--- src/rtl/uart_pkg.sv ---
// Shared types, default generics and FSM state encoding for the UART vector link.
// Build option: define UART_PARITY_EN to add an even-parity bit to every frame.
package uart_pkg;

  typedef logic signed [15:0] num;

  localparam int DEF_CLKS_PER_BIT = 868;
  localparam int DEF_WORD_W       = 16;
  localparam int DEF_N_TX         = 5;
  localparam int DEF_N_RX         = 5;
  localparam int DEF_IDLE_BITS    = 20;

  typedef enum logic [2:0] {
    ST_IDLE   = 3'd0,
    ST_START  = 3'd1,
    ST_DATA   = 3'd2,
    ST_STOP   = 3'd3
`ifdef UART_PARITY_EN
    , ST_PARITY = 3'd4
`endif
  } uart_state_e;

  // State entered after the eighth data bit of a frame.
`ifdef UART_PARITY_EN
  localparam uart_state_e ST_AFTER_DATA = ST_PARITY;
`else
  localparam uart_state_e ST_AFTER_DATA = ST_STOP;
`endif

endpackage

--- src/rtl/uart_byte_rx.sv ---
// Single-byte UART receiver: synchroniser, start validation, bit sampling, stop/parity check.
// Build option: UART_PARITY_EN expects an even-parity bit before the stop bit.
module uart_byte_rx
  import uart_pkg::*;
#(
  parameter int CLKS_PER_BIT = DEF_CLKS_PER_BIT
) (
  input  logic       clk,
  input  logic       reset,
  input  logic       rx,
  output logic       byte_valid,
  output logic [7:0] byte_data,
  output logic       frame_err,
  output logic       idle
);

  localparam int CNT_W = $clog2(CLKS_PER_BIT);
  localparam logic [CNT_W-1:0] HALF_LAST = CNT_W'(CLKS_PER_BIT / 2 - 1);
  localparam logic [CNT_W-1:0] BIT_LAST  = CNT_W'(CLKS_PER_BIT - 1);

  uart_state_e      state;
  logic [CNT_W-1:0] cnt;
  logic [2:0]       bit_idx;
  logic [7:0]       shift;
  logic             rx_meta, rx_sync, rx_prev;
  logic             half_tick, bit_tick, stop_ok;
`ifdef UART_PARITY_EN
  logic             par_bit;
`endif

  assign half_tick = (cnt == HALF_LAST);
  assign bit_tick  = (cnt == BIT_LAST);
`ifdef UART_PARITY_EN
  assign stop_ok   = rx_sync && (par_bit == ^shift);
`else
  assign stop_ok   = rx_sync;
`endif

  assign byte_valid = (state == ST_STOP) && bit_tick && stop_ok;
  assign frame_err  = ((state == ST_START) && half_tick && rx_sync) ||
                      ((state == ST_STOP) && bit_tick && !stop_ok);
  assign byte_data  = shift;
  assign idle       = (state == ST_IDLE);

  // Synchroniser resets to the idle level so reset release never looks like a start edge.
  // NOTE: flops are written with non-blocking assignments so every stage samples pre-edge values.
  always_ff @(posedge clk or posedge reset) begin
    if (reset) begin
      rx_meta <= 1'b1;
      rx_sync <= 1'b1;
      rx_prev <= 1'b1;
    end else begin
      rx_meta <= rx;
      rx_sync <= rx_meta;
      rx_prev <= rx_sync;
    end
  end

  always_ff @(posedge clk or posedge reset) begin
    if (reset) begin
      state   <= ST_IDLE;
      cnt     <= '0;
      bit_idx <= '0;
      shift   <= '0;
`ifdef UART_PARITY_EN
      par_bit <= 1'b0;
`endif
    end else begin
      cnt <= cnt + 1'b1;
      case (state)
        ST_IDLE: begin
          cnt <= '0;
          if (rx_prev && !rx_sync) state <= ST_START;
        end
        ST_START: if (half_tick) begin
          cnt     <= '0;
          bit_idx <= '0;
          state   <= rx_sync ? ST_IDLE : ST_DATA;
        end
        ST_DATA: if (bit_tick) begin
          cnt     <= '0;
          shift   <= {rx_sync, shift[7:1]};
          bit_idx <= bit_idx + 1'b1;
          if (bit_idx == 3'd7) state <= ST_AFTER_DATA;
        end
`ifdef UART_PARITY_EN
        ST_PARITY: if (bit_tick) begin
          cnt     <= '0;
          par_bit <= rx_sync;
          state   <= ST_STOP;
        end
`endif
        // Leaving at the stop-bit centre; a low line after a framing error cannot retrigger.
        ST_STOP: if (bit_tick) begin
          cnt   <= '0;
          state <= ST_IDLE;
        end
        default: state <= ST_IDLE;
      endcase
    end
  end

endmodule

--- src/rtl/uart_vector_link.sv ---
// Full-duplex UART moving whole vectors of signed words; TX FSM, RX vector assembly, idle timeout.
// Build option: UART_PARITY_EN adds an even-parity bit to every TX and RX frame.
module uart_vector_link
  import uart_pkg::*;
#(
  parameter int CLKS_PER_BIT = DEF_CLKS_PER_BIT,
  parameter int WORD_W       = DEF_WORD_W,
  parameter int N_TX         = DEF_N_TX,
  parameter int N_RX         = DEF_N_RX,
  parameter int IDLE_BITS    = DEF_IDLE_BITS
) (
  input  logic                   clk,
  input  logic                   reset,
  input  logic                   send_data,
  input  logic [N_TX*WORD_W-1:0] tx_nums,
  output logic                   tx_ready,
  output logic                   tx,
  input  logic                   rx,
  output logic [N_RX*WORD_W-1:0] rx_nums,
  output logic                   rx_available,
  output logic                   rx_error
);

  localparam int TX_BITS   = N_TX * WORD_W;
  localparam int TX_BYTES  = TX_BITS / 8;
  localparam int RX_BITS   = N_RX * WORD_W;
  localparam int RX_BYTES  = RX_BITS / 8;
  localparam int CNT_W     = $clog2(CLKS_PER_BIT);
  localparam int TXI_W     = $clog2(TX_BYTES + 1);
  localparam int RXI_W     = $clog2(RX_BYTES + 1);
  localparam int TO_CYCLES = IDLE_BITS * CLKS_PER_BIT;
  localparam int TO_W      = $clog2(TO_CYCLES);
  localparam logic [CNT_W-1:0] BIT_LAST     = CNT_W'(CLKS_PER_BIT - 1);
  localparam logic [TXI_W-1:0] TX_LAST_BYTE = TXI_W'(TX_BYTES - 1);
  localparam logic [RXI_W-1:0] RX_LAST_BYTE = RXI_W'(RX_BYTES - 1);
  localparam logic [TO_W-1:0]  TO_LAST      = TO_W'(TO_CYCLES - 1);

  uart_state_e      tx_state;
  logic [CNT_W-1:0] tx_cnt;
  logic [2:0]       tx_bit;
  logic [TXI_W-1:0] tx_byte;
  logic [TX_BITS-1:0] tx_buf;
  logic [7:0]       tx_lo;
  logic             tx_tick, tx_load, tx_shift;

  assign tx_tick  = (tx_cnt == BIT_LAST);
  assign tx_ready = (tx_state == ST_IDLE);
  assign tx_load  = tx_ready && send_data;
  assign tx_shift = (tx_state == ST_STOP) && tx_tick;
  assign tx_lo    = tx_buf[7:0];

  always_ff @(posedge clk or posedge reset) begin
    if (reset) begin
      tx_state <= ST_IDLE;
      tx_cnt   <= '0;
      tx_bit   <= '0;
      tx_byte  <= '0;
    end else begin
      tx_cnt <= tx_tick ? '0 : tx_cnt + 1'b1;
      case (tx_state)
        ST_IDLE: begin
          tx_cnt <= '0;
          if (send_data) begin
            tx_byte  <= '0;
            tx_state <= ST_START;
          end
        end
        ST_START: if (tx_tick) begin
          tx_bit   <= '0;
          tx_state <= ST_DATA;
        end
        ST_DATA: if (tx_tick) begin
          tx_bit <= tx_bit + 1'b1;
          if (tx_bit == 3'd7) tx_state <= ST_AFTER_DATA;
        end
`ifdef UART_PARITY_EN
        ST_PARITY: if (tx_tick) tx_state <= ST_STOP;
`endif
        ST_STOP: if (tx_tick) begin
          if (tx_byte == TX_LAST_BYTE) begin
            tx_state <= ST_IDLE;
          end else begin
            tx_byte  <= tx_byte + 1'b1;
            tx_state <= ST_START;
          end
        end
        default: tx_state <= ST_IDLE;
      endcase
    end
  end

  // NOTE: pure data registers carry no reset; they are always loaded before being used.
  always_ff @(posedge clk) begin
    if (tx_load)       tx_buf <= tx_nums;
    else if (tx_shift) tx_buf <= tx_buf >> 8;
  end

  // Decoded from state so an asynchronous reset returns the line high immediately.
  always_comb begin
    tx = 1'b1;
    case (tx_state)
      ST_START:  tx = 1'b0;
      ST_DATA:   tx = tx_lo[tx_bit];
`ifdef UART_PARITY_EN
      ST_PARITY: tx = ^tx_lo;
`endif
      default:   tx = 1'b1;
    endcase
  end

  logic             byte_valid, frame_err, rx_idle, timeout;
  logic [7:0]       byte_data;
  logic [RXI_W-1:0] rx_byte;
  logic [TO_W-1:0]  idle_cnt;
  logic [RX_BITS-1:0] shadow, shadow_next;

  uart_byte_rx #(
    .CLKS_PER_BIT(CLKS_PER_BIT)
  ) u_byte_rx (
    .clk       (clk),
    .reset     (reset),
    .rx        (rx),
    .byte_valid(byte_valid),
    .byte_data (byte_data),
    .frame_err (frame_err),
    .idle      (rx_idle)
  );

  // NOTE: the default copy first keeps every path assigned, so no latch is inferred.
  always_comb begin
    shadow_next = shadow;
    for (int k = 0; k < RX_BYTES; k++) begin
      if (rx_byte == RXI_W'(k)) shadow_next[8*k +: 8] = byte_data;
    end
  end

  always_ff @(posedge clk) begin
    if (byte_valid) shadow <= shadow_next;
  end

  assign timeout = (rx_byte != '0) && rx_idle && (idle_cnt == TO_LAST);

  // Errors only arise outside STOP-accept and timeouts only while idle, so they never meet a completion.
  always_ff @(posedge clk or posedge reset) begin
    if (reset) begin
      rx_byte      <= '0;
      idle_cnt     <= '0;
      rx_nums      <= '0;
      rx_available <= 1'b0;
      rx_error     <= 1'b0;
    end else begin
      rx_available <= 1'b0;
      rx_error     <= frame_err || timeout;
      idle_cnt     <= ((rx_byte != '0) && rx_idle && !timeout) ? idle_cnt + 1'b1 : '0;
      if (frame_err || timeout) begin
        rx_byte <= '0;
      end else if (byte_valid) begin
        if (rx_byte == RX_LAST_BYTE) begin
          rx_byte      <= '0;
          rx_nums      <= shadow_next;
          rx_available <= 1'b1;
        end else begin
          rx_byte <= rx_byte + 1'b1;
        end
      end
    end
  end

endmodule

--- config.mk ---
export PLATFORM = sky130hd
export DESIGN_NAME = uart_vector_link
export DESIGN_NICKNAME = d
export VERILOG_FILES = /design/src/rtl/uart_pkg.sv /design/src/rtl/uart_byte_rx.sv /design/src/rtl/uart_vector_link.sv
export SDC_FILE = /design/constraint.sdc
export NUM_CORES = 1
export LEC_CHECK = 0
export CAP_MARGIN = 20
export CELL_PAD_IN_SITES_DETAIL_PLACEMENT = 0
export CELL_PAD_IN_SITES_GLOBAL_PLACEMENT = 1
export CORE_ASPECT_RATIO = 1.75
export CORE_MARGIN = 10
export CORE_UTILIZATION = 48
export CTS_BUF_LIST = sky130_fd_sc_hd__clkbuf_4
export DETAILED_ROUTE_END_ITERATION = 10
export PLACE_DENSITY = 0.88
export SYNTH_ARGS = -nofsm -noshare
export SYNTH_HDL_FRONTEND = slang
export SYNTH_SLANG_ARGS = --single-unit
--- constraint.sdc ---
create_clock -name clk -period 8.9 [get_ports clk]
set_input_delay 1.335 -clock clk [delete_from_list [all_inputs] [get_ports clk]]
set_output_delay 1.335 -clock clk [all_outputs]
set_load 0.05 [all_outputs]
==> results of run 1 <==
-- registers in the layout, indices dropped and copies added, names as in the netlist --
register,cells
u_byte_rx.rx_meta,1
rx_nums,80
rx_available,1
tx_state,2
u_byte_rx.bit_idx,3
u_byte_rx.rx_prev,1
u_byte_rx.state,2
u_byte_rx.cnt,10
shadow,72
tx_buf,80
rx_byte,4
tx_byte,4
idle_cnt,15
u_byte_rx.byte_data,8
rx_error,1
tx_bit,3
tx_cnt,10
u_byte_rx.rx_sync,1
-- placed cells by master (no fill, tap or decap), types with 8 or more instances in the layout --
cell type,count
a21oi_1,9
and3_1,14
buf_4,9
clkbuf_4,120
clkdlybuf4s50_1,167
clkinv_1,8
dfrtp_1,143
edfxtp_1,152
ha_1,19
inv_1,20
mux2_2,153
mux2_4,80
mux2i_1,8
nand2_1,19
nand2b_1,10
nand3_1,16
nand4_1,8
nor2_1,44
nor3_1,11
xnor2_1,12
xor2_1,14
-- logic make-up (layout without fill, tap and decap cells) --
| logic type | after synthesis | in the layout |
|---|---|---|
| multiplexers | 243 | 243 |
| XOR/XNOR | 26 | 26 |
| flip-flops | 298 | 298 |
| AO/OA/AOI/OAI | 44 | 44 |
| adder cells (fa/ha/maj) | 19 | 19 |
| AND/OR/NAND/NOR | 158 | 158 |
| buffers and inverters | 60 | 333 |
| other | 0 | 1 |
-- worst min-delay path by stage --
stage	slack, ns	to	depth (start not counted)
finish	0.36	u_byte_rx.rx_sync	0
global route	0.36	u_byte_rx.rx_sync	0
CTS	0.36	u_byte_rx.rx_sync	0
detailed placement	0.35	u_byte_rx.rx_sync	0
global placement	0.35	u_byte_rx.rx_sync	0
floorplan	0.35	u_byte_rx.rx_sync	0
-- metal layers --
layer | GRT usage | vias up
li1 | - | 3597
met1 | 0.197 | 3854
met2 | 0.291 | 215
met3 | 0.0472 | 25
met4 | 0.0664 | 0
met5 | 0 | -
-- critical path: stages (launching register included) --
cell and delay [ns]:
dfrtp_1 0.47, mux4_2 0.54, mux2i_1 0.16, mux2i_1 0.09, clkdlybuf4s50_1 0.73
-- per-stage QoR --
| step | instance area (um2) | setup WS [ns] | total power [W] | hold slack [ns] | util |
|---|---|---|---|---|---|
| 2_1_floorplan | 13200 | 1.61 | 0.00160 | 0.345 | - |
| 3_3_place_gp | 15200 | 5.24 | 0.00166 | 0.346 | 0.559 |
| 3_5_place_dp | 15200 | 5.22 | 0.00167 | 0.349 | 0.559 |
| 4_1_cts | 16200 | 4.77 | 0.00291 | 0.359 | 0.597 |
| 5_1_grt | 16300 | 4.71 | 0.00301 | 0.364 | 0.598 |
| 6_report | 16300 | 4.88 | 0.00286 | 0.357 | 0.598 |
-- power groups by stage --
stage / Clock (W) / Sequential [W] / Combinational, W
floorplan: 0 / 0.00150 / 0.0000995
global placement: 0 / 0.00150 / 0.000160
detailed placement: 0 / 0.00150 / 0.000165
CTS: 0.00128 / 0.00147 / 0.000166
global route: 0.00135 / 0.00148 / 0.000183
finish: 0.00123 / 0.00147 / 0.000161
-- layout make-up --
| class | instances | area share |
|---|---|---|
| sequential | 298 | 0.505 |
| clock inverter | 13 | 0.00815 |
| timing repair buffer | 179 | 0.109 |
| multi-input combinational | 490 | 0.289 |
| inverter | 22 | 0.00538 |
| clock buffer | 119 | 0.0549 |
| tap | 369 | 0.0284 |
| antenna | 1 | 0.000154 |
==> impl_metrics.csv, run 1 <==
group,metric,value,unit
outcome,status,"finished, final reports clean",
sta,finalMaxSlewViolations,0,
synth,synth_mux_area_frac,0.231,
synth,synth.area.top_cells,"edfxtp_1 (35%), dfrtp_1 (27%), mux2_2 (13%)",
clock_tree,path_clk_slew,0.07,ns
drt,drt_iter0_drc,295,
power_and_ir_drop,intPower,0.00222,W
power_and_ir_drop,power_frac_clock,0.429,
setup_path,startpoint,"tx_bit[0]",
clock_tree,hold_buffers,0,
finish,layout-drive-gt1-share,0.343,
drt,wl_met3,1.63,mm
floorplanning,initial_core_util,0.485,
drt,drt-pass1-iter-count,4,
finish,area_growth,23.3,%
synth,synth_seq_cells,298,
synth,synth_most_common_cell,"mux2_2",
drt,wirelength,29.2,mm
drt,antenna_left,0,
synth,synth_adder_area_share,0.0180,
global_route,grt_overflow,0,
clock_tree,cts.repair.resized,0,
synth,ys_types,57,
sta,worstMarginPinSlew,1.00,ns
synth,synthArstFlopShare,0.490,
synth,ys.flop_type,"edfxtp_1",
sta,fin_crit_sh,0.452,
synth,ys_warn_count,0,
power_and_ir_drop,sw_frac_of_total,0.224,
setup_path,crit_path_end,"tx",
flow_run,cap_violations,0,
clock_tree,cts.path.max_buffers,3,
synth,synth_top_cell_area_share,0.346,
power_and_ir_drop,p_leak,5.76,nW
finish,fillers,2149,
drt,viasPerCell,5.16,
power_and_ir_drop,cellPowerDensity,176,mW/mm2
hold_path,hp-class,"register to register",
clock_tree,cts_root_buf,"clkbuf_4",
setup_path,r2r_start,"u_byte_rx.rx_sync",
floorplanning,fp-row-count,80,
sta,period_minus_slack,4.02,ns
finish,nNetsFinal,1165,
synth,synth_area_per_cell,15.6,um2
sta,finalClockSkew,0.0447,ns
synth,synthXorXnorAreaFrac,0.0172,
synth,synth_edf_count,152,
placement,dpl.hpwl,19.7,mm
synth,netlist_area,0.0132,mm2
synth,synth_simple_gate_area_share,0.0649,
clock_tree,cts_buffers,71,
drt,met2_wirelength,15.2,mm
power_and_ir_drop,power_frac_seq,0.515,
global_route,grt_util_all_layers,0.169,
synth,seq_area_frac_synth,0.622,
setup_path,required,7.57,ns
placement,gp_congestion,0.814,
floorplanning,core,0.0272,mm2
synth,synth_top_family_by_area,"multiplexers",
drt,vias,7691,
hold_path,min_from,"u_byte_rx.rx_meta",
global_route,grt_antenna_before_repair,1,
synth,ys_top_cells_by_count,"mux2_2 (153), edfxtp_1 (152), dfrtp_1 (143)",
floorplanning,die_w,145,um
setup_path,cp-end-kind,"output pin",
drt,drc,0,
clock_tree,clock_latency,0.72,ns
finish,stdcell_count,1491,
clock_tree,clock-sinks,298,
sta,hold_viol,0,
drt,wl_met1,11.9,mm
setup_path,path_max_fanout,5,
power_and_ir_drop,peakVddDrop,0.000134,V
placement,dp_cells,1355,
setup_path,crit_arrival,2.69,ns
sta,finalSetupViolCount,0,
placement,io_buffers,167,
floorplanning,dieArea,0.0348,mm2
finish,multi_input_area,0.00470,mm2
finish,regArea,0.00822,mm2
setup_path,r2r_slack,5.53,ns
sta,rsz0062_at_grt,"no",
clock_tree,cts_tree,"built",
synth,synth-compound-area-share,0.0242,
sta,fmax,249,MHz
setup_path,worstRegToRegCells,7,
sta,tns,0,ns
power_and_ir_drop,switchingPower,0.000640,W
floorplanning,io_pins,168,
sta,maxSlewHeadroom,0.333,
global_route,grt_pass1_vias,8470,
drt,wl_per_cell,19.6,um
floorplanning,die_h,239,um
setup_path,crit_path_start_kind,"register",
setup_path,r2r-end,"rx_nums[58]",
synth,synth_largest_area_cell,"edfxtp_1",
setup_path,crit_type,"register to output pin",
global_route,grt_pass1_wl,47.1,mm
power_and_ir_drop,p_comb_frac,0.056,
global_route,grt_max_degree,87,
clock_tree,htree_levels,3,
synth,syn_inst,848,
drt,highest_layer,"met4",
synth,syn-num-nets,951,
clock_tree,post_cts.repair.setup_buffers,0,
Power figures use the tool's default switching activity.
==> inputs of run 2 (changes only) <==
--- a/config.mk
+++ b/config.mk
@@ -10,10 +10,10 @@
 export CELL_PAD_IN_SITES_GLOBAL_PLACEMENT = 1
 export CORE_ASPECT_RATIO = 1.75
 export CORE_MARGIN = 10
-export CORE_UTILIZATION = 48
+export CORE_UTILIZATION = 43
 export CTS_BUF_LIST = sky130_fd_sc_hd__clkbuf_4
 export DETAILED_ROUTE_END_ITERATION = 10
-export PLACE_DENSITY = 0.88
+export PLACE_DENSITY = 0.84
 export SYNTH_ARGS = -nofsm -noshare
 export SYNTH_HDL_FRONTEND = slang
 export SYNTH_SLANG_ARGS = --single-unit
==> constraint.sdc (replaced) <==
create_clock -name clk -period 3.6 [get_ports clk]
set_input_delay 0.54 -clock clk [delete_from_list [all_inputs] [get_ports clk]]
set_output_delay 0.54 -clock clk [all_outputs]
set_load 0.05 [all_outputs]
==> run 2 against run 1 <==
Against the previous run:
- hold slack worse by 0.14 ns
- clock skew up 0.0099 ns
- wire length increased by 2.1%
- setup slack lost 4.5 ns
- clock-buffer cell count is 13 lower
- largest cell class unchanged
==> impl_metrics.csv, run 2 (synthesis results as in run 1) <==
group,metric,value,unit
finish,layout-drive-gt1-share,0.337,
sta,fin_crit_sh,0.908,
clock_tree,cts_tree,"built",
finish,mostFrequentLayoutCells,"clkdlybuf4s50_1 (167), mux2_2 (153), edfxtp_1 (152)",
sta,maxSlewHeadroom,0.363,
hold_path,min_from,"rx",
floorplanning,die_w,152,um
power_and_ir_drop,peakVddDrop,0.000274,V
floorplanning,core,0.0302,mm2
sta,fmax,306,MHz
global_route,grt_max_degree,81,
power_and_ir_drop,intPower,0.00523,W
sta,finalMaxSlewViolations,0,
sta,hold_viol,0,
power_and_ir_drop,power_frac_seq,0.532,
floorplanning,initial_core_util,0.438,
floorplanning,dieArea,0.0384,mm2
clock_tree,hold_buffers,0,
drt,drt-pass1-iter-count,4,
global_route,grt_util_all_layers,0.154,
global_route,grt_pass1_wl,47.6,mm
placement,gp_congestion,0.778,
power_and_ir_drop,p_comb_frac,0.059,
clock_tree,cts.path.max_buffers,3,
clock_tree,post_cts.repair.setup_buffers,0,
power_and_ir_drop,p_total,0.00685,W
placement,dpl.hpwl,20.0,mm
placement,io_buffers,167,
drt,vias,7755,
global_route,grt_antenna_before_repair,1,
clock_tree,cts.repair.resized,0,
sta,finalClockSkew,0.0546,ns
global_route,grt_overflow,0,
drt,drt_iter0_drc,311,
outcome,status,"finished, final reports clean",
power_and_ir_drop,sw_frac_of_total,0.237,
setup_path,r2r_start,"u_byte_rx.rx_sync",
sta,worstMarginPinSlew,0.952,ns
power_and_ir_drop,power_frac_clock,0.409,
sta,rsz0062_at_grt,"no",
floorplanning,io_pins,168,
flow_run,cap_violations,0,
floorplanning,fp-row-count,84,
clock_tree,htree_levels,3,
power_and_ir_drop,switchingPower,0.00162,W
power_and_ir_drop,p_leak,5.72,nW
setup_path,cp-end-kind,"output pin",
clock_tree,path_clk_slew,0.07,ns
setup_path,crit_arrival,2.73,ns
setup_path,worstRegToRegCells,5,
drt,viasPerCell,5.13,
clock_tree,cts_root_buf,"clkbuf_4",
drt,wirelength,29.8,mm
hold_path,hp-class,"input pin to register",
finish,reg_top3,"rx_nums x80, tx_buf x80, shadow x72",
clock_tree,clock-sinks,298,
global_route,grt_pass1_vias,8389,
finish,layout_commonest_cell,"clkdlybuf4s50_1",
sta,finalSetupViolCount,0,
finish,nNetsFinal,1168,
hold_path,hold_depth,1,
setup_path,startpoint,"tx_bit[0]",
sta,tns,0,ns
setup_path,required,3.06,ns
setup_path,crit_path_start_kind,"register",
setup_path,path_max_fanout,5,
floorplanning,die_h,252,um
drt,drc,0,
finish,area_growth,23.3,%
setup_path,crit_type,"register to output pin",
drt,antenna_left,0,
clock_tree,cts_buffers,72,
clock_tree,clock_latency,0.73,ns
drt,wl_per_cell,19.7,um
power_and_ir_drop,cellPowerDensity,421,mW/mm2
sta,period_minus_slack,3.27,ns
## run 2: changes by cell type in the layout (fill, tap and decap cells not counted), moves of 3 or more
| cell | change |
|---|---|
| clkbuf_4 | -14 |
| clkinv_1 | +8 |
| buf_12 | +6 |
| clkinv_2 | +3 |
| clkinvlp_4 | +3 |
## run 2: layer usage
layer  vias to the layer above  global-route usage  part of all wire
met5                         -                   0                 0
met1                      3885               0.175              0.41
li1                       3607                   -                 -
met2                       230               0.266              0.51
met3                        33              0.0433             0.058
met4                         0              0.0672             0.022
## run 2: worst max-delay path: stages, from the launching register on
cell and delay, ns:
dfrtp_1 0.47, mux4_2 0.56, mux2i_1 0.16, mux2i_1 0.10, clkdlybuf4s50_1 0.73
## run 2: cell type report
type | count | area [um2]
diodes | 3 | 7.51
inverters | 22 | 86.3
clock buffers | 106 | 796
clock inverters | 25 | 131
fillers | 2540 | 13900
well taps | 387 | 484
repair buffers | 181 | 1850
multi-input cells | 490 | 4700
flip-flops and latches | 298 | 8220
## run 2: through the flow
stage	cells	instance area [um2]	setup slack (ns)	hold slack, ns	utilization
global placement	1378	15300	0.883	0.357	0.509
finish	1512	16300	0.333	0.216	0.540
CTS	1509	16300	0.204	0.125	0.540
floorplan	848	13200	0.638	0.345	-
global route	1512	16300	0.169	0.178	0.540
detailed placement	1378	15300	0.909	0.358	0.509
## run 2: worst paths after layout
path	end	slack, ns
max	tx	0.33
min	u_byte_rx.rx_meta	0.22
max reg2reg	rx_nums[33]	0.81
min reg2reg	u_byte_rx.rx_sync	0.37
max in group asynchronous	u_byte_rx.rx_prev	2.59
min in group asynchronous	rx_nums[18]	0.24
## run 2: power groups by stage
stage	clock [W]	combinational, W	sequential, W
after floorplan	0	0.000246	0.00370
after detailed placement	0	0.000412	0.00371
final	0.00280	0.000406	0.00364
after CTS	0.00293	0.000416	0.00364
after global routing	0.00308	0.000459	0.00365
after global placement	0	0.000404	0.00371
